--- config.mk ---
export PLATFORM = sky130hd
export DESIGN_NAME = clk_div_prog
export DESIGN_NICKNAME = d
export VERILOG_FILES = /design/src/rtl/clk_div_prog.sv
export SDC_FILE = /design/constraint.sdc
export NUM_CORES = 1
export LEC_CHECK = 0
export CAP_MARGIN = 40
export CORE_MARGIN = 3
export CORE_UTILIZATION = 55
export DETAILED_ROUTE_END_ITERATION = 16
export PLACE_DENSITY_LB_ADDON = 0.25
export SLEW_MARGIN = 10
export SYNTH_ARGS = -nofsm -noshare
export SYNTH_HDL_FRONTEND = slang
export SYNTH_SLANG_ARGS = --single-unit
--- constraint.sdc ---
create_clock -name clk -period 2.8 [get_ports clk]
set_input_delay 0.7 -clock clk [delete_from_list [all_inputs] [get_ports clk]]
set_output_delay 0.7 -clock clk [all_outputs]
set_load 0.05 [all_outputs]
--- src/rtl/clk_div_prog.sv ---
// clk_div_prog: runtime-programmable integer clock divider with tick strobe.
// Define CLK_DIV_ODD_DUTY50_EN for exact 50% duty on odd ratios (adds a negedge stage).
module clk_div_prog #(
    parameter int CNT_W     = 8,
    parameter int DIV_RESET = 2
) (
    input  logic             clk,
    input  logic             rst,
    input  logic             en,
    input  logic [CNT_W-1:0] div_val,
    output logic             out_clk,
    output logic             tick,
    output logic [CNT_W-1:0] div_act
);
    logic [CNT_W-1:0] r_cnt;
    logic [CNT_W-1:0] r_n_act;
    logic             r_out_q;
    logic             r_tick;
    logic             r_running;
    logic [CNT_W-1:0] w_n_req;
    logic [CNT_W:0]   w_cnt_inc;
    logic [CNT_W:0]   w_high;
    logic             w_last;

    assign w_n_req   = (div_val < CNT_W'(2)) ? CNT_W'(2) : div_val;
    assign w_cnt_inc = {1'b0, r_cnt} + (CNT_W+1)'(1);
    assign w_last    = (w_cnt_inc == {1'b0, r_n_act});
`ifdef CLK_DIV_ODD_DUTY50_EN
    assign w_high    = {1'b0, r_n_act} >> 1;
`else
    assign w_high    = ({1'b0, r_n_act} + (CNT_W+1)'(1)) >> 1;
`endif

    always_ff @(posedge clk or negedge rst) begin
        if (!rst) begin
            r_cnt     <= '0;
            r_n_act   <= CNT_W'(DIV_RESET);
            r_out_q   <= 1'b0;
            r_tick    <= 1'b0;
            r_running <= 1'b0;
        end else if (!r_running) begin
            if (en) begin
                r_running <= 1'b1;
                r_cnt     <= '0;
                r_n_act   <= w_n_req;
                r_out_q   <= 1'b1;
                r_tick    <= 1'b1;
            end
        end else if (w_last) begin
            // period boundary: the only point where ratio and enable take effect
            r_cnt     <= '0;
            r_out_q   <= en;
            r_tick    <= en;
            r_running <= en;
            if (en) r_n_act <= w_n_req;
        end else begin
            r_cnt   <= w_cnt_inc[CNT_W-1:0];
            r_out_q <= (w_cnt_inc < w_high);
            r_tick  <= 1'b0;
        end
    end

`ifdef CLK_DIV_ODD_DUTY50_EN
    logic r_out_n;
    always_ff @(negedge clk or negedge rst) begin
        if (!rst) r_out_n <= 1'b0;
        else      r_out_n <= r_out_q;
    end
    assign out_clk = r_out_q | (r_out_n & r_n_act[0]);
`else
    assign out_clk = r_out_q;
`endif
    assign tick    = r_tick;
    assign div_act = r_n_act;
endmodule
# Word level (Yosys, flattened, before mapping)
# Index checks and enable logic that the tools add are counted.
word_totals:
  ff_bits: 19
  latchBits: 0
  ram_bits: 0
  rom_bits: 0
  inputBits: 11
  output_inout_bits: 10
  word_cells: 27
  mem_count: 0
classes:
  addsub: 2
  mul: 0
  div: 0
  order_cmp: 2
  eq_ne: 2
  n_shift: 0
  muxes: 15
  n_bitwise: 0
  n_reduce_logical: 1
op_table:
  columns: ["cell", "count"]
  rows:
  - ["8-bit two-way mux", 7]
  - ["8-bit by 1-bit adder with 9-bit output, second input constant", 2]
  - ["9-bit by 8-bit equality test with 1-bit output", 1]
  - ["9-bit by 8-bit less-than comparator with 1-bit output", 1]
  - ["8-bit by 2-bit less-than comparator with 1-bit output, second input constant", 1]
  - ["1-bit two-way mux", 8]
  - ["2-bit by 1-bit != test with 1-bit output, second input constant", 1]
  - ["2-bit nonzero test", 1]

# Longest topological paths before layout
logic_depth:
  ltp_word: 5
  ltp_mapped: 10
  ltp_nobuf: 10

# Worst setup path after synthesis
# No wires, ideal clock.
synth_timing:
  kind: "flip-flop to flip-flop"
  start: "reg r_n_act[2], in the netlist div_act[2]"
  end: "reg r_out_q, in the netlist out_clk"
  setup_ns: 0.086
  t_arrival_ns: 2.572
  t_required_ns: 2.714
  path_slack_ns: 0.142
  path_stages_with_launch: 11
  n_path_buf: 1
  synth_period_minus_slack_ns: 2.658
  path_cell_list: "dfrtp_1 -> clkbuf_1 -> and4_1 -> nand2_1 -> xor2_1 -> ha_1 -> a21o_1 -> a211o_1 -> o221ai_1 -> a221oi_1 -> nor3_1"
synth_between:
  elab_chain_cells: 4
  elab_cells_between_ends: 5
  classes_between: "1 x add/sub; 1 x order compare; 1 x eq/ne; 2 x mux"
synth_rtl:
  columns: ["element", "line_no", "rtl"]
  rows:
  - ["start: declaration", "16", "logic [CNT_W-1:0] r_n_act;"]
  - ["start signal: assignment", "37", "r_n_act <= CNT_W'(DIV_RESET);"]
  - ["start signal: assignment", "45", "r_n_act <= w_n_req;"]
  - ["start signal: assignment", "55", "if (en) r_n_act <= w_n_req;"]
  - ["8-bit by 1-bit adder with 9-bit output", "31", "assign w_high = ({1'b0, r_n_act} + (CNT_W+1)'(1)) >> 1;"]
  - ["9-bit by 8-bit less-than comparator with 1-bit output", "58", "r_out_q <= (w_cnt_inc < w_high);"]
  - ["1-bit two-way mux (*)", "49", "end else if (w_last) begin"]
  - ["1-bit two-way mux (*)", "41", "end else if (!r_running) begin"]
  - ["end signal: assignment", "52", "r_out_q <= en;"]
  - ["end signal: assignment", "58", null]
  - ["end: declaration", "17", "logic r_out_q;"]
# Mark *: on every way between the ends. The rest lies on a longest branch, timed or not.
# A chain may end at the register's enable or synchronous reset.

# Worst setup path after layout
layout_timing:
  start: "reg r_cnt[0]"
  end: "reg r_n_act[3], in the netlist div_act[3]"
layout_between:
  elab_chain_cells: 3
layout_rtl:
  columns: ["element", "line_no", "rtl"]
  rows:
  - ["start: declaration", "15", "logic [CNT_W-1:0] r_cnt;"]
  - ["start signal: assignment", "57", "r_cnt <= w_cnt_inc[CNT_W-1:0];"]
  - ["8-bit by 1-bit adder with 9-bit output", "26", "assign w_cnt_inc = {1'b0, r_cnt} + (CNT_W+1)'(1);"]
  - ["9-bit by 8-bit equality test with 1-bit output", "27", "assign w_last = (w_cnt_inc == {1'b0, r_n_act});"]
  - ["2-bit by 1-bit != test with 1-bit output (no line)", null, null]
# No other way between the ends.

==> Implementation_results.wiki <==
{| class="wikitable"
! Metric !! Value
|-
| Status || finished clean
|-
| Slowest cell on the critical path || sky130_fd_sc_hd__o41ai_4
|-
| Layout cell share with drive strength beyond 1 || 11.9%
|-
| Core Footprint || 0.00257 mm2
|-
| Post-synth top flop || sky130_fd_sc_hd__dfrtp_1
|-
| Global-route wire length before repair || 5.64 mm
|-
| WHS || 0.589 ns
|-
| Critical path arrival || 2.76 ns
|-
| Slew headroom || 58.2%
|-
| Number of library cell types mapped by synthesis || 44
|-
| Startpoint of the tightest hold check path || tick
|-
| Worst-case clock buffer depth || 2
|-
| Number of global-route vias before repair || 1217
|-
| Skew-Pair Late Insertion Delay || 0.30 ns
|-
| Transition time at the pin with the least slew margin || 0.627 ns
|-
| Critical register-to-register path endpoint || div_act[3]
|-
| Overall power || 441 uW
|-
| Required @ worst endpoint || 2.99 ns
|-
| Area leader, netlist || sky130_fd_sc_hd__dfrtp_1
|-
| Largest voltage drop on the vdd net || 208 uV
|-
| RSZ-0062 raised after global routing || false
|-
| Setup crit start kind || flop
|-
| R2r setup slk || 0.23 ns
|-
| Largest fanout on the critical path || 7
|-
| Top-area cell type share of the netlist area || 29.4%
|-
| Root buffer cell || sky130_fd_sc_hd__clkbuf_4
|-
| Pin count of the biggest net entering global routing || 20
|-
| Htree depth || 1
|-
| Setup Fix Bufs, Post-CTS || 0
|-
| Resized cells post-CTS || 0
|-
| Net count of the mapped netlist || 180
|-
| Post-DP Area || 0.00173 mm2
|-
| Sink count of the clock tree || 19
|-
| Worst min-delay path endpoint || tick
|-
| Static leakage || 0.000755 uW
|-
| Leading post-synthesis cells by cell area || sky130_fd_sc_hd__dfrtp_1 (29%), sky130_fd_sc_hd__ha_1 (7.3%), sky130_fd_sc_hd__xor2_1 (6.3%), sky130_fd_sc_hd__mux2_4 (5.9%), sky130_fd_sc_hd__xnor2_1 (4.6%)
|-
| Path depth of the worst reg2reg path || 7
|-
| Number of pins with negative max-slew slack in the final report || 0
|-
| Initial cell density of the core || 59.7%
|-
| Finished Cell Area || 0.00176 mm2
|-
| Vias || 1266
|-
| Setup total negative slack || 0 ns
|-
| Worst hold path stage count || 2
|-
| Number of enable-type register cells in the synthesized netlist || 0
|-
| Remaining design rule violation count || 0
|-
| CTS tree || built
|-
| Die footprint || 0.00346 mm2
|-
| Crit share post-route || 91.8%
|-
| Initial antenna violation count || 0
|-
| GRT Util Overall || 21.5%
|-
| Synthesized area per cell || 9.58 um2
|-
| DP Wirelength || 2.55 mm
|-
| Tightest Hold Check Type || flop to flop
|-
| Width of the die || 58.8 um
|-
| Power density normalized to cell area || 251 mW/mm2
|-
| Height of the die || 58.8 um
|-
| Number of instances in the synthesized netlist || 160
|-
| Global placer's final weighted congestion || 0.821
|-
| Kind of critical path || flop to flop
|-
| Reg clk slew, reported paths || 0.11 ns
|-
| Total number of placement rows || 18
|-
| Count of endpoints failing setup in the final report || 0
|-
| Starting DRT DRC Count || 107
|-
| Final Skew || 0.00412 ns
|-
| Average wire length per cell after detail routing || 15.7 um
|-
| Area grow syn2layout || 14.7%
|-
| Endpoints failing hold || 0
|-
| Port Buffers || 20
|-
| Post-cts hold buffer count || 0
|-
| Detailed-routing iteration count for the pre-antenna-repair pass || 4
|-
| Async set-or-reset flop fraction in the synthesized netlist || 100%
|-
| Synth Register Bits || 19
|-
| Antenna diode count || 0
|-
| Most instantiated library cell after synthesis || sky130_fd_sc_hd__dfrtp_1
|-
| CP peak stage delay || 0.54 ns
|-
| Post-detailed-route via-to-cell ratio || 6.15
|-
| GR Overflow Total || 0
|-
| Share of synthesized area occupied by flip-flops and latches || 31.1%
|-
| Net count, final || 197
|-
| Peak Freq || 389 MHz
|-
| Total CTS buffers || 3
|-
| Drt total wl || 3.24 mm
|-
| Cell types with the highest counts after synthesis || sky130_fd_sc_hd__dfrtp_1 (18), sky130_fd_sc_hd__nand3_1 (12), sky130_fd_sc_hd__o21ai_0 (11), sky130_fd_sc_hd__xor2_1 (11), sky130_fd_sc_hd__nand2_1 (10)
|-
| Synth warnings || 0
|-
| Worst setup EP type || flop
|-
| Cells along the critical path || ha_1 -> nand2_1 -> a311oi_2 -> o211ai_2 -> o41ai_4 -> nand2_4 -> mux2_4
|-
| Syn Std Cell Area || 0.00153 mm2
|-
| Max-cap violations || 0
|-
| Fin crit period || 2.57 ns
|-
| RR Startpoint || r_cnt[0]
|-
| ANT nets after route || 0
|-
| Top-level I/O count || 21
|}
==> routing by layer <==
metal  up-vias  global-route usage [%]  routed length, um  share of wire, %
met5         -                       0                  0                 0
met4         0                    9.71                 85               2.6
met3         9                    2.19                150               4.6
met2        32                    32.3               1520                47
met1       608                    31.0               1480                46
li1        617                       -                  -                 -
==> power by group <==
group | total [uW] | internal (uW) | switching [uW]
clock | 140 | 55.6 | 84.3
combinational | 27.1 | 14.5 | 12.7
sequential | 274 | 274 | 0
==> cell type report <==
class	count	area [um2]
sequential	19	477
inverter	4	15.0
multi-input combinational	127	987
fill	212	810
tap	30	37.5
clock buffer	4	26.3
timing repair buffer	22	215
==> cells in the final DEF, fill, tap and decap left out, types with 2 or more instances in the layout <==
cell type                         netlist  routed
sky130_fd_sc_hd__a21oi_1                6       6
sky130_fd_sc_hd__a31oi_1                2       2
sky130_fd_sc_hd__and2_1                 4       4
sky130_fd_sc_hd__and3_1                 2       2
sky130_fd_sc_hd__and3_4                 3       3
sky130_fd_sc_hd__buf_4                  2       2
sky130_fd_sc_hd__clkbuf_4               0       3
sky130_fd_sc_hd__clkdlybuf4s50_1        0      20
sky130_fd_sc_hd__dfrtp_1               18      18
sky130_fd_sc_hd__ha_1                   9       9
sky130_fd_sc_hd__inv_1                  4       4
sky130_fd_sc_hd__mux2_4                 6       6
sky130_fd_sc_hd__mux2i_1                2       2
sky130_fd_sc_hd__nand2_1               10      10
sky130_fd_sc_hd__nand3_1               12      12
sky130_fd_sc_hd__nor2_1                 6       6
sky130_fd_sc_hd__nor2b_1                2       2
sky130_fd_sc_hd__nor3_1                 8       8
sky130_fd_sc_hd__nor4_1                 2       2
sky130_fd_sc_hd__o211ai_1               2       2
sky130_fd_sc_hd__o211ai_2               2       2
sky130_fd_sc_hd__o21ai_0               11      11
sky130_fd_sc_hd__o22ai_1                2       2
sky130_fd_sc_hd__xnor2_1                8       8
sky130_fd_sc_hd__xor2_1                11      11
==> sequential cells by signal (all words and copies together), names as in the netlist <==
signal / count
out_clk: 1
r_cnt: 8
div_act: 8
r_running: 1
tick: 1
==> kinds of logic after synthesis <==
logic type	share of synthesized area (%)
AOI/OAI and AO/OA	16.5
xor gates and xnor gates	13.4
adders and majority gates	7.35
buffers and inverters	4.49
DFF	31.1
muxes	7.18
and+or+nand+nor	20.0
==> stage by stage <==
stage,util (%),setup slack [ns],instances
after floorplan,-,0.142,160
after global placement,67.4,0.300,202
after detailed placement,67.4,0.225,202
after CTS,68.5,0.194,206
after global routing,68.5,0.0241,206
final,68.5,0.230,206
==> worst max-delay path: cells and delay by family (launching register included) <==
family / cells / cell delay, ns
muxes: 1 / 0.34
and+or+nand+nor: 2 / 0.33
AOI/OAI and AO/OA: 3 / 1.00
DFF: 1 / 0.48
adders and majority gates: 1 / 0.32
==> worst max-delay path by stage <==
stage / start / end
floorplan: div_act[2] / out_clk
global placement: r_cnt[0] / div_act[3]
detailed placement: r_cnt[0] / div_act[3]
CTS: r_cnt[0] / div_act[3]
global route: r_cnt[0] / div_act[3]
finish: r_cnt[0] / div_act[3]
Power figures use the tool's default switching activity.
==> variant 1, RTL diff (same settings) <==
Add an input register stage for `en` and `div_val`; this delays them by one clock.
--- a/src/rtl/clk_div_prog.sv
+++ b/src/rtl/clk_div_prog.sv
@@ -13,4 +13,13 @@
     output logic [CNT_W-1:0] div_act
 );
+
+    logic en_q;
+    logic [CNT_W-1:0] div_val_q;
+
+    always_ff @(posedge clk) begin
+        en_q      <= en;
+        div_val_q <= div_val;
+    end
+
     logic [CNT_W-1:0] r_cnt;
     logic [CNT_W-1:0] r_n_act;
@@ -23,5 +32,5 @@
     logic             w_last;
 
-    assign w_n_req   = (div_val < CNT_W'(2)) ? CNT_W'(2) : div_val;
+    assign w_n_req   = (div_val_q < CNT_W'(2)) ? CNT_W'(2) : div_val_q;
     assign w_cnt_inc = {1'b0, r_cnt} + (CNT_W+1)'(1);
     assign w_last    = (w_cnt_inc == {1'b0, r_n_act});
@@ -40,5 +49,5 @@
             r_running <= 1'b0;
         end else if (!r_running) begin
-            if (en) begin
+            if (en_q) begin
                 r_running <= 1'b1;
                 r_cnt     <= '0;
@@ -50,8 +59,8 @@
             // period boundary: the only point where ratio and enable take effect
             r_cnt     <= '0;
-            r_out_q   <= en;
-            r_tick    <= en;
-            r_running <= en;
-            if (en) r_n_act <= w_n_req;
+            r_out_q   <= en_q;
+            r_tick    <= en_q;
+            r_running <= en_q;
+            if (en_q) r_n_act <= w_n_req;
         end else begin
             r_cnt   <= w_cnt_inc[CNT_W-1:0];
Behaviour: not the same (a bounded check fails within 4 cycles, from zero or initial values and one cycle with rst low).
==> variant 1 against the unedited design <==
Count of clock-buffer cells in the layout unchanged. Sequential cell count up 9. Wire length up 16%. Synthesized area up 8.1%. Final area up 11%. Worst setup slack worse by 0.056 ns. Critical path type unchanged.
Power is left out: it rests on default switching activity, and per cell area and clock period it moved more than threefold.
==> variant 1: results <==
set metrics [dict create \
    outcome "finished clean" \
    yosys_warnings 0 \
    synth_commonest_cells "18 x dfrtp_1, 12 x xnor2_1, 11 x nand2_1, 10 x nor2_1" \
    drtIter0Drc 90 \
    antenna_cells 0 \
    worstPathArrival_ns 2.92 \
    crit_fanout 6 \
    htreeDepth 1 \
    track_usage 0.2300 \
    yosys-top-cells-area "dfrtp_1 27%, dfxtp_1 11%, ha_1 6.8%, xnor2_1 6.3%, mux2_4 5.4%" \
    place_area_um2 1893 \
    place_ws_ns 0.1255 \
    firstDrtPassIters 4 \
    gp_congestion 0.8921 \
    vias 1322 \
    regToRegStartpoint "div_act[1]" \
    grt_max_degree 20 \
    finClkSkew_ns 0.01423 \
    cts_made_buffers 3 \
    synthCells 161 \
    antenna_found_initial 0 \
    hpwl_mm 2.770 \
    min_path_type "reg -> reg" \
    synthDistinctLibCells 47 \
    clkLatencyLatePin_ns 0.34 \
    slew_violations 0 \
    drive_gt1_frac 0.1484 \
    yosysSeqAreaShare 0.3965 \
    routedWlPerCell_um 17.65 \
    fillers 226 \
    clk_pin_slew_worst_paths_ns 0.16 \
    nNetsFinal 203 \
    clockBufferDepth 2 \
    cts_root_buffer "clkbuf_4" \
    hp-start "div_val_q[1]" \
    grt_pass1_wl_mm 6.265 \
    fin_cells 213 \
    synthArstFlopShare 0.6786 \
    synth_nets 181 \
    port_buffers 20 \
    cp-startpoint "div_act[1]" \
    tightestPinTransition_ns 0.6206 \
]
variant 1: timing repair:
action,4_1_cts,5_1_grt
endpoints found under the setup margin,0,15
resized for setup,0,3
buffers inserted,0,0
variant 1: kinds of logic after synthesis:
kind of cell | share of synthesized area
AND/OR/NAND/NOR | 0.1805
AO/OA/AOI/OAI | 0.1601
flip-flops | 0.3965
XOR/XNOR | 0.1050
buffers and inverters | 0.03550
adder cells (fa/ha/maj) | 0.06798
multiplexers | 0.05438
variant 1: layer usage:
metal | global-route usage | wire length [um] | up-vias
met5 | 0 | 0 | -
met4 | 0.1022 | 85 | 0
met3 | 0.03830 | 215 | 8
met2 | 0.3511 | 1741 | 49
met1 | 0.3201 | 1716 | 644
li1 | - | - | 621
variant 1: final timing paths:
check                        endpoint  slack [ns]  cells after the start
min reg2reg                div_act[1]        0.50                      2
max in group asynchronous  div_act[1]        1.86                      2
max                           out_clk        0.17                     11
min                        div_act[1]        0.50                      2
min in group asynchronous    r_cnt[4]        0.67                      2
max reg2reg                   out_clk        0.17                     11
variant 1: final cells by class:
cell class | count | area, um2 | share of cell area
multi-input cells | 121 | 944.7 | 0.4855
clock buffers | 4 | 47.55 | 0.02444
flip-flops and latches | 28 | 658.1 | 0.3383
repair buffers | 26 | 245.2 | 0.1260
well taps | 31 | 38.79 | 0.01994
inverters | 3 | 11.26 | 0.005788
variant 1: critical path, stage by stage (launching register included):
cell and delay (ns):
dfstp_2 0.62, ha_1 0.20, nand3_1 0.14, nor2_1 0.21, xnor2_1 0.09, ha_1 0.33, o2111ai_1 0.12, nor2_1 0.08
a2111oi_1 0.40, o21ai_0 0.16, nand3b_1 0.09, and3_1 0.15
==> variant 2, RTL diff (config.mk and constraints unchanged) <==
Made on the original files. The parameter `CNT_W` goes from 8 to 6.
--- a/src/rtl/clk_div_prog.sv
+++ b/src/rtl/clk_div_prog.sv
@@ -2,5 +2,5 @@
 // Define CLK_DIV_ODD_DUTY50_EN for exact 50% duty on odd ratios (adds a negedge stage).
 module clk_div_prog #(
-    parameter int CNT_W     = 8,
+    parameter int CNT_W     = 6,
     parameter int DIV_RESET = 2
 ) (
Interface: changed (resized div_act and div_val); port bits go from 21 to 17. The function was not compared with the original's and may differ.
==> variant 2 against the unedited design <==
Total power decreased by 12%. Wire length decreased by 1.1%. Global-route usage increased by 0.42 points. Worst setup slack improved by 0.081 ns. Sequential power decreased by 21%. Maximum frequency increased by 3.2%. Synthesized area decreased by 9.6%. Via count decreased by 2.7%. Sequential cell count decreased by 4. Die area decreased by 8.6%. Final area decreased by 11%. Largest cell class unchanged.
==> variant 2: results <==
set metrics [dict create \
    dp_cells 188 \
    yosys-top-cells-area "dfrtp_1 25%, ha_1 6.3%, o211ai_1 4.9%, xnor2_1 4.4%, nand3_1 4.0%" \
    grt_pass1_wl_mm 5.513 \
    place_ws_ns 0.4675 \
    viasPerCell 6.417 \
    crit_fanout 11 \
    place_area_um2 1544 \
    wl_met3_um 149 \
    drtIter0Drc 33 \
    grt_pass1_vias 1120 \
    slew-limit-headroom 0.4891 \
    yosysSeqAreaShare 0.2717 \
    synth.area.mux_share 0 \
    track_usage 0.2192 \
    synth_nets 167 \
    hpwl_mm 2.291 \
    slowest_stage "clkdlybuf4s50_1" \
    whs_ns 0.5594 \
    outcome "finished clean" \
    synth_fa_ha_area_frac 0.06318 \
    met2WireLength_mm 1.508 \
    port_buffers 16 \
    setup_ws_ns 0.3111 \
    total_leakage_power_nw 0.6376 \
    avgSynthCellArea_um2 9.181 \
    synth-xor-area-share 0.1209 \
    grt_max_degree 27 \
    finClkSkew_ns 0.01060 \
]
-- variant 2: worst paths after layout --
kind,startpoint,endpoint
worst max register to register,r_cnt[0],out_clk
worst max-delay path,div_act[2],div_act[2]
max in group asynchronous,rst,div_act[3]
min in group asynchronous,rst,div_act[2]
worst min-delay path,tick,tick
worst min register to register,tick,tick
-- variant 2: final cells by class --
| class | count | area (um2) |
|---|---|---|
| multi-input cells | 116 | 904.6 |
| fillers | 193 | 725.7 |
| flip-flops and latches | 15 | 376.6 |
| repair buffers | 21 | 197.7 |
| well taps | 28 | 35.03 |
| inverters | 8 | 30.03 |
| clock buffers | 3 | 22.52 |
| clock inverters | 1 | 5.005 |
-- variant 2: power breakdown --
group          internal (mW)  switching (mW)
Combinational         0.0178          0.0190
Sequential             0.217               0
Clock                 0.0534          0.0816
Total                  0.288           0.101
